**src/rtl/game_pkg.sv**
```systemverilog
// Shared game constants, gamemode encodings and the trail sequencer state type.
package game_pkg;

  localparam int unsigned NUM_TRAIL       = 41;
  localparam int unsigned SPAWN_PER_FRAME = 5;
  localparam logic [3:0]  LIFE_INIT       = 4'd10;
  localparam int unsigned PLAYER_X        = 200;
  localparam int unsigned PLAYER_SIZE     = 40;
  localparam int unsigned SPREAD          = 8;
  localparam int unsigned SCREEN_H        = 480;

  localparam logic [1:0] GM_MENU = 2'b00;
  localparam logic [1:0] GM_PLAY = 2'b01;

  typedef enum logic [1:0] {
    IDLE  = 2'd0,
    CLEAR = 2'd1,
    DECAY = 2'd2,
    SPAWN = 2'd3
  } trail_state_t;

endpackage

```
**src/rtl/trail_ctrl_if.sv**
```systemverilog
// Frame control inputs and registered particle arrays between game logic and the trail engine.
interface trail_ctrl_if #(
  parameter int unsigned NUM_TRAIL = game_pkg::NUM_TRAIL
);
  logic                       frame_tick;
  logic [1:0]                 gamemode;
  logic [8:0]                 player_y;
  logic [NUM_TRAIL-1:0][9:0]  trail_x;
  logic [NUM_TRAIL-1:0][8:0]  trail_y;
  logic [NUM_TRAIL-1:0][3:0]  trail_life;
  logic                       busy;

  modport master (
    output frame_tick, gamemode, player_y,
    input  trail_x, trail_y, trail_life, busy
  );

  modport slave (
    input  frame_tick, gamemode, player_y,
    output trail_x, trail_y, trail_life, busy
  );
endinterface

```
**src/rtl/trail_ctrl.sv**
```systemverilog
// Per-frame trail particle sequencer: clears on menu frames, decays and spawns on play frames,
// touching one slot per cycle.
import game_pkg::*;

module trail_ctrl #(
  parameter int unsigned NUM_TRAIL       = game_pkg::NUM_TRAIL,
  parameter int unsigned SPAWN_PER_FRAME = game_pkg::SPAWN_PER_FRAME,
  parameter logic [3:0]  LIFE_INIT       = game_pkg::LIFE_INIT,
  parameter int unsigned PLAYER_X        = game_pkg::PLAYER_X,
  parameter int unsigned PLAYER_SIZE     = game_pkg::PLAYER_SIZE,
  parameter int unsigned SPREAD          = game_pkg::SPREAD
) (
  input  logic        clk,
  input  logic        rst,
  trail_ctrl_if.slave bus
);

  localparam int unsigned IDX_W = (NUM_TRAIL > 1) ? $clog2(NUM_TRAIL) : 1;
  localparam int unsigned K_W   = (SPAWN_PER_FRAME > 1) ? $clog2(SPAWN_PER_FRAME) : 1;

  trail_state_t state, next_state;

  logic [IDX_W-1:0]          idx;
  logic [IDX_W-1:0]          wr_ptr;
  logic [K_W-1:0]            k;
  logic [8:0]                latched_y;
  logic [NUM_TRAIL-1:0][9:0] x_q;
  logic [NUM_TRAIL-1:0][8:0] y_q;
  logic [NUM_TRAIL-1:0][3:0] life_q;

  logic              accept;
  logic              last_idx;
  logic              last_k;
  logic signed [10:0] k_off;
  logic signed [10:0] y_raw;
  logic [8:0]         spawn_y;

  assign accept   = bus.frame_tick && (bus.gamemode == GM_MENU || bus.gamemode == GM_PLAY);
  assign last_idx = (idx == IDX_W'(NUM_TRAIL - 1));
  assign last_k   = (k == K_W'(SPAWN_PER_FRAME - 1));

  // Spawn column is centred on the player: offsets run -2..+2 steps of SPREAD.
  always_comb begin
    k_off = $signed(11'(k)) - 11'sd2;
    y_raw = $signed({2'b00, latched_y}) + $signed(11'(PLAYER_SIZE / 2))
          + k_off * $signed(11'(SPREAD));
    if (y_raw < 11'sd0)
      spawn_y = '0;
    else if (y_raw > $signed(11'(SCREEN_H - 1)))
      spawn_y = 9'(SCREEN_H - 1);
    else
      spawn_y = y_raw[8:0];
  end

  always_comb begin
    next_state = state;
    case (state)
      IDLE: begin
        if (bus.frame_tick) begin
          if (bus.gamemode == GM_MENU)      next_state = CLEAR;
          else if (bus.gamemode == GM_PLAY) next_state = DECAY;
        end
      end
      CLEAR:   if (last_idx) next_state = IDLE;
      DECAY:   if (last_idx) next_state = SPAWN;
      SPAWN:   if (last_k)   next_state = IDLE;
      default: next_state = IDLE;
    endcase
  end

  always_ff @(posedge clk) begin
    if (rst) begin
      state     <= IDLE;
      idx       <= '0;
      k         <= '0;
      wr_ptr    <= '0;
      latched_y <= '0;
      x_q       <= '0;
      y_q       <= '0;
      life_q    <= '0;
    end else begin
      state <= next_state;
      case (state)
        IDLE: begin
          if (accept) begin
            latched_y <= bus.player_y;
            idx       <= '0;
            k         <= '0;
          end
        end
        CLEAR: begin
          x_q[idx]    <= '0;
          y_q[idx]    <= '0;
          life_q[idx] <= '0;
          idx         <= last_idx ? '0 : idx + 1'b1;
          if (last_idx) wr_ptr <= '0;
        end
        DECAY: begin
          if (life_q[idx] != 4'd0) life_q[idx] <= life_q[idx] - 4'd1;
          idx <= last_idx ? '0 : idx + 1'b1;
        end
        SPAWN: begin
          x_q[wr_ptr]    <= 10'(PLAYER_X - 5);
          y_q[wr_ptr]    <= spawn_y;
          life_q[wr_ptr] <= LIFE_INIT;
          wr_ptr         <= (wr_ptr == IDX_W'(NUM_TRAIL - 1)) ? '0 : wr_ptr + 1'b1;
          k              <= last_k ? '0 : k + 1'b1;
        end
        default: ;
      endcase
    end
  end

  assign bus.trail_x    = x_q;
  assign bus.trail_y    = y_q;
  assign bus.trail_life = life_q;
  assign bus.busy       = (state != IDLE);

endmodule

```
**src/flat_wrapper.sv**
```systemverilog
// flat-port wrapper written by rule: the top's interface ports become plain ports
module trail_ctrl_flat 
#(
  parameter int unsigned NUM_TRAIL       = game_pkg::NUM_TRAIL,
  parameter int unsigned SPAWN_PER_FRAME = game_pkg::SPAWN_PER_FRAME,
  parameter logic [3:0]  LIFE_INIT       = game_pkg::LIFE_INIT,
  parameter int unsigned PLAYER_X        = game_pkg::PLAYER_X,
  parameter int unsigned PLAYER_SIZE     = game_pkg::PLAYER_SIZE,
  parameter int unsigned SPREAD          = game_pkg::SPREAD
)
  (clk, rst, bus_frame_tick, bus_gamemode, bus_player_y, bus_trail_x, bus_trail_y, bus_trail_life, bus_busy);
  trail_ctrl_if #(.NUM_TRAIL(NUM_TRAIL)) bus_i ();
  input  logic clk;
  input  logic rst;
  input wire logic [$bits(bus_i.frame_tick)-1:0] bus_frame_tick;
  input wire logic [$bits(bus_i.gamemode)-1:0] bus_gamemode;
  input wire logic [$bits(bus_i.player_y)-1:0] bus_player_y;
  output wire logic [$bits(bus_i.trail_x)-1:0] bus_trail_x;
  output wire logic [$bits(bus_i.trail_y)-1:0] bus_trail_y;
  output wire logic [$bits(bus_i.trail_life)-1:0] bus_trail_life;
  output wire logic [$bits(bus_i.busy)-1:0] bus_busy;
  assign bus_i.frame_tick = bus_frame_tick;
  assign bus_i.gamemode = bus_gamemode;
  assign bus_i.player_y = bus_player_y;
  assign bus_trail_x = bus_i.trail_x;
  assign bus_trail_y = bus_i.trail_y;
  assign bus_trail_life = bus_i.trail_life;
  assign bus_busy = bus_i.busy;
  trail_ctrl #(.NUM_TRAIL(NUM_TRAIL), .SPAWN_PER_FRAME(SPAWN_PER_FRAME), .LIFE_INIT(LIFE_INIT), .PLAYER_X(PLAYER_X), .PLAYER_SIZE(PLAYER_SIZE), .SPREAD(SPREAD)) u_core (.clk(clk), .rst(rst), .bus(bus_i));
endmodule
```
**config.mk**
```make
export PLATFORM = sky130hd
export DESIGN_NAME = trail_ctrl_flat
export DESIGN_NICKNAME = d
export VERILOG_FILES = /design/src/rtl/game_pkg.sv /design/src/rtl/trail_ctrl_if.sv /design/src/rtl/trail_ctrl.sv /design/src/flat_wrapper.sv
export SDC_FILE = /design/constraint.sdc
export NUM_CORES = 2
export LEC_CHECK = 0
export CAP_MARGIN = 20
export CORE_AREA = 4 4 374 376
export DETAILED_ROUTE_END_ITERATION = 10
export DIE_AREA = 0 0 378 380
export PLACE_DENSITY = 0.47
export SLEW_MARGIN = 10
export SYNTH_ARGS = -nofsm -noshare
export SYNTH_HDL_FRONTEND = slang
export SYNTH_SLANG_ARGS = --single-unit
export TNS_END_PERCENT = 1
```
**constraint.sdc**
```tcl
create_clock -name clk -period 4.22 [get_ports clk]
set_input_delay 0.844 -clock clk [delete_from_list [all_inputs] [get_ports clk]]
set_output_delay 0.844 -clock clk [all_outputs]
set_load 0.005 [all_outputs]
```
Word-level counts from Yosys, hierarchy flattened:

Index checks and enable logic that the tools add are counted.

* input port bits: 14
* word-level logic and storage cells: 224
* output and inout port bits: 944
* register bits after elaboration: 969

* magnitude comparators: 6
* eq/ne operators: 14
* reductions and logical operators: 19
* add/subtract/negate cells: 7
* bitwise gates (word level): 12
* muxes and demuxes: 38

Operators with widths (count)
* 410-bit one-hot mux with 2 select lines: 1
* 369-bit one-hot mux with 2 select lines: 1
* 164-bit one-hot mux with 3 select lines: 1
* 410-bit bitwise AND: 1
* 410-bit NOT: 1
* 369-bit bitwise AND: 1
* 369-bit bitwise mux: 1
* 369-bit NOT: 1
* 246-bit bitwise AND: 1
* 246-bit NOT: 1
* 164-bit bitwise AND: 1
* 164-bit bitwise mux: 1
* 164-bit two-way mux: 1
* 164-bit NOT: 1
* 164-bit OR: 1
* 10-bit demux with 6-bit select: 2
* 9-bit demux with 6-bit select: 2
* 82-bit bitwise AND: 1
* 82-bit NOT: 1
* 82-bit OR: 1
* 4-bit demux with 6-bit select: 2
* 9-bit two-way mux: 4
* 4-bit binary-select mux with 6-bit select: 1
* 6-bit two-way mux: 4
* other kinds (33): 63

Longest topological paths before layout:

* depth in word-level cells: 7
* gate-level depth with buffers: 17
* depth with buffers taken out: 12

Least setup slack after synthesis:

OpenSTA, ideal clock, no wires.

* path type: reg-to-reg
* start point: reg u_core.idx[1]
* end point: reg u_core.life_q, in the netlist u_core.bus.trail_life[30]
* clock period less this slack: 3339 ps
* slack: 881 ps
* path buffers: 5
* cell stages (with the launch flop): 17
* library setup time: 130 ps
* arrival time: 3208 ps
* data required time: 4090 ps
* path through: dfxtp_1 -> buf_2 -> buf_4 -> mux2_2 -> a221o_1 -> a32oi_1 -> o22ai_1 -> and4bb_1 -> buf_2 -> ha_1 -> inv_1 -> a31oi_4 -> and3b_1 -> o21ai_1 -> buf_4 -> buf_6 -> o32ai_1

* longest elaborated chain between the ends: 7
* elaborated cells on any way between the ends: 16
* classes of those cells: add/sub (1); order compare (2); eq/ne (1); mux (7); bitwise (2); reduce/logical (3)

RTL lines
* from (decl): RTL line trail_ctrl.sv:23 `logic [IDX_W-1:0] idx;`
* from (signal assigned): RTL line trail_ctrl.sv:95 `idx <= last_idx ? '0 : idx + 1'b1;`
* from (signal assigned): RTL line trail_ctrl.sv:100 `idx <= last_idx ? '0 : idx + 1'b1;`
* branches (longest 7 deep; another with 4-bit by 1-bit subtractor with 4-bit output)
* to (signal assigned): RTL line trail_ctrl.sv:80 `life_q <= '0;`
* to (signal, indexed assignment): RTL line trail_ctrl.sv:94 `life_q[idx] <= '0;`
* to (signal, indexed assignment): RTL line trail_ctrl.sv:105 `life_q[wr_ptr] <= LIFE_INIT;`
* to (decl): RTL line trail_ctrl.sv:29 `logic [NUM_TRAIL-1:0][3:0] life_q;`

Parallel ways; which one is timed is not known. The select of a mux whose other input is x is not followed.
A chain may end at the register's enable or synchronous reset.

Final worst setup path:

* start point: reg u_core.idx[0]
* end point: reg u_core.life_q, in the netlist u_core.bus.trail_life[27]

The elaborated chain is that of the path after synthesis.

==> impl_metrics.yaml <==
outcome:
  status: "completed"
global_routing:
  overflow: 0
  grt_use_total: 0.2766
  grt_antenna_before_repair: 13
  grt_pass1_vias: 33350
  grt_max_degree: 78
  grt_pass1_wl_microns: 282900
synth:
  yosys.area.top_type: "dfxtp_1"
  synth_edf_count: 0
  synth_top_area_share: 0.5405
  yosys_register_bits: 969
  syn-cell-area_sq_um: 35890
  yosys-top-cells-area: "dfxtp_1 54%, a22o_1 5.1%, nor2_1 4.0%"
  synthesis.nets: 3766
  synth_cell_types: 88
  ys_seq_area_frac: 0.5405
  synthArstFlopShare: 0
  synth_top_flop_cell: "dfxtp_1"
  yosysWarnings: 0
  avgSynthCellArea_sq_um: 9.622
  syn_inst: 3730
clock_network:
  cts_buffer_depth: 3
  path_clk_slew_ns: 0.06
  cts_buffers: 110
  clockRootBuffer: "clkbuf_16"
  tritoncts: "done"
  post_cts_buffers: 0
  cts.sinks: 969
  htreeDepth: 3
  insertion_delay_ns: 0.75
finish:
  final_common_cell: "dfxtp_1"
  syn_to_final_growth_pct: 46.17
  n_fill_cell: 13830
  fin_nets: 4760
  final_cell_mix: "967 x dfxtp_1, 956 x clkdlybuf4s50_1, 378 x nor2_1"
  drive_gt1_frac: 0.1071
sta:
  final.setup.tns_ns: 0
  setup_violations: 0
  slew_violations: 0
  period_share: 0.9411
  max_slew_margin: 0.2088
  clock_skew_ns: 0.05084
  rsz0062_at_grt: "false"
  fin_crit_ns: 3.972
  finalHoldViolations: 0
  timing.fmax_mhz: 251.8
  holdWs_ns: 0.4518
  tightest_slew_ns: 1.178
  setup_ws_ns: 0.2485
worst_setup_path:
  cp.required_ns: 4.83
  cp_cell_sequence: "buf_4, nor2b_1, a221oi_1, o221a_2, o22ai_1, and4bb_1, ha_1, inv_1, a31oi_4, a21boi_2, buf_4, o21ai_0, o32ai_1"
  cp_common_cell: "buf_4"
  setup.worst_path.class: "register to register"
  slowest_stage: "a21boi_2"
  startpoint_type: "register"
  crit_fanout: 20
  crit_arrival_ns: 4.58
  slowest_delay_ns: 0.83
  worst_setup_path_end_kind: "register"
placed_design:
  routabilityCongestion: 0.9762
  pre_cts_ws_ns: 0.3971
  portBuffers: 957
  dp_hpwl_microns: 158900
pwr:
  leakage_nw: 19.21
  power.density_nw_per_um2: 454.7
  finalPower_mw: 23.86
  peakVddDrop_mv: 0.3710
die:
  start_util: 0.2623
  die_w_microns: 378
  num_rows: 136
  die-area_sq_um: 143600
  core_sq_um: 136800
  die_h_microns: 380
  pin_count: 958
route:
  vias: 34890
  drtIter0Drc: 3622
  viasPerCell: 5.274
  postRouteAntennaNets: 0
  routedWlPerCell_microns: 31.46
  drc: 0
  routed_wl_microns: 208100
  dr.pass1.iters: 6
min_path:
  hp-class: "register to register"
flow_run:
  cap_violations: 0
[path summary, 6_finish.rpt]
kind / start / end / slack [ns] / cells after the start
hold reg to reg: u_core.bus.trail_x[301] / u_core.bus.trail_x[301] / 0.45 / 1
hold / removal: u_core.bus.trail_x[301] / u_core.bus.trail_x[301] / 0.45 / 1
setup / recovery: u_core.idx[0] / u_core.bus.trail_life[27] / 0.25 / 13
setup reg to reg: u_core.idx[0] / u_core.bus.trail_life[27] / 0.25 / 13
[critical path: cells and delay by family, from the launching register on]
kind                     cells  cell delay (ns)
adder cells (fa/ha/maj)      1             0.23
flip-flops                   1             0.57
buffers and inverters        3             0.78
AND/OR/NAND/NOR              2             0.49
AO/OA/AOI/OAI                7             1.73
[what timing repair did]
action | CTS | global route
gates resized for setup | 0 | 1
hold endpoints to repair | 0 | 0
endpoints found under the setup margin | 0 | 2
hold buffers | 0 | 0
[area by class of cell]
type,count,area (sq um),share of cell area
Clock buffer,148,3127,0.05960
Antenna cell,4,10.01,0.0001908
Sequential cell,969,19400,0.3698
Clock inverter,56,773.2,0.01474
Timing Repair Buffer,1189,11540,0.2200
Multi-Input combinational cell,2391,15130,0.2883
Inverter,63,236.5,0.004508
Tap cell,1794,2245,0.04279
[flip-flops by register name, indices dropped and copies added (netlist names)]
signal	cells
u_core.bus.trail_x	410
u_core.bus.trail_y	369
u_core.bus.trail_life	164
u_core.latched_y	9
u_core.idx	6
u_core.wr_ptr	6
u_core.k	3
u_core.state	2
[where the power goes]
| group | total [mW] | switching (mW) | internal, mW |
|---|---|---|---|
| combinational | 4.21 | 3.19 | 1.02 |
| sequential | 9.23 | 0.0535 | 9.18 |
| clock | 10.4 | 4.32 | 6.09 |
| total | 23.9 | 7.57 | 16.3 |
[metal layers]
layer | wire (microns) | track usage
met5 | 60 | 0
met4 | 8077 | 0.09660
met2 | 97600 | 0.4562
met1 | 83210 | 0.3420
met3 | 19120 | 0.08321
[logic make-up (layout without fill, tap and decap cells)]
family / count (synthesis) / after routing / share of synthesized area
and+or+nand+nor: 1182 / 1182 / 0.1595
AOI/OAI and AO/OA: 1113 / 1113 / 0.2270
DFF: 969 / 969 / 0.5405
buffers and inverters: 370 / 1456 / 0.04319
muxes: 60 / 60 / 0.01851
adders and majority gates: 22 / 22 / 0.007879
xor gates and xnor gates: 14 / 14 / 0.003416
other: 0 / 4 / 0
[synth_stat cells, types with 14 or more instances]
library cell / instances
a211oi_1: 28
a21oi_1: 252
a22o_1: 211
a22oi_1: 31
a2bb2o_4: 28
a32oi_1: 70
and2_1: 123
and3_1: 165
buf_1: 25
buf_2: 51
buf_4: 14
clkbuf_1: 211
dfxtp_1: 969
ha_1: 21
inv_1: 59
mux2i_1: 45
nand2_1: 205
nand3_1: 151
nor2_1: 378
nor2b_1: 19
nor3_1: 81
o21a_1: 109
o21ai_0: 176
o21ai_1: 18
o221ai_1: 14
o22ai_1: 31
o32ai_1: 52
[metrics by stage]
step                      std cells  instance area (sq um)  utilization
after floorplan                3730                  35890            -
after global placement         6401                  48500       0.3545
after detailed placement       6403                  48520       0.3546
after CTS                      6607                  52420       0.3831
after global routing           6611                  52450       0.3834
final                          6614                  52460       0.3835
Note: power is estimated with default switching activity, not from simulation.
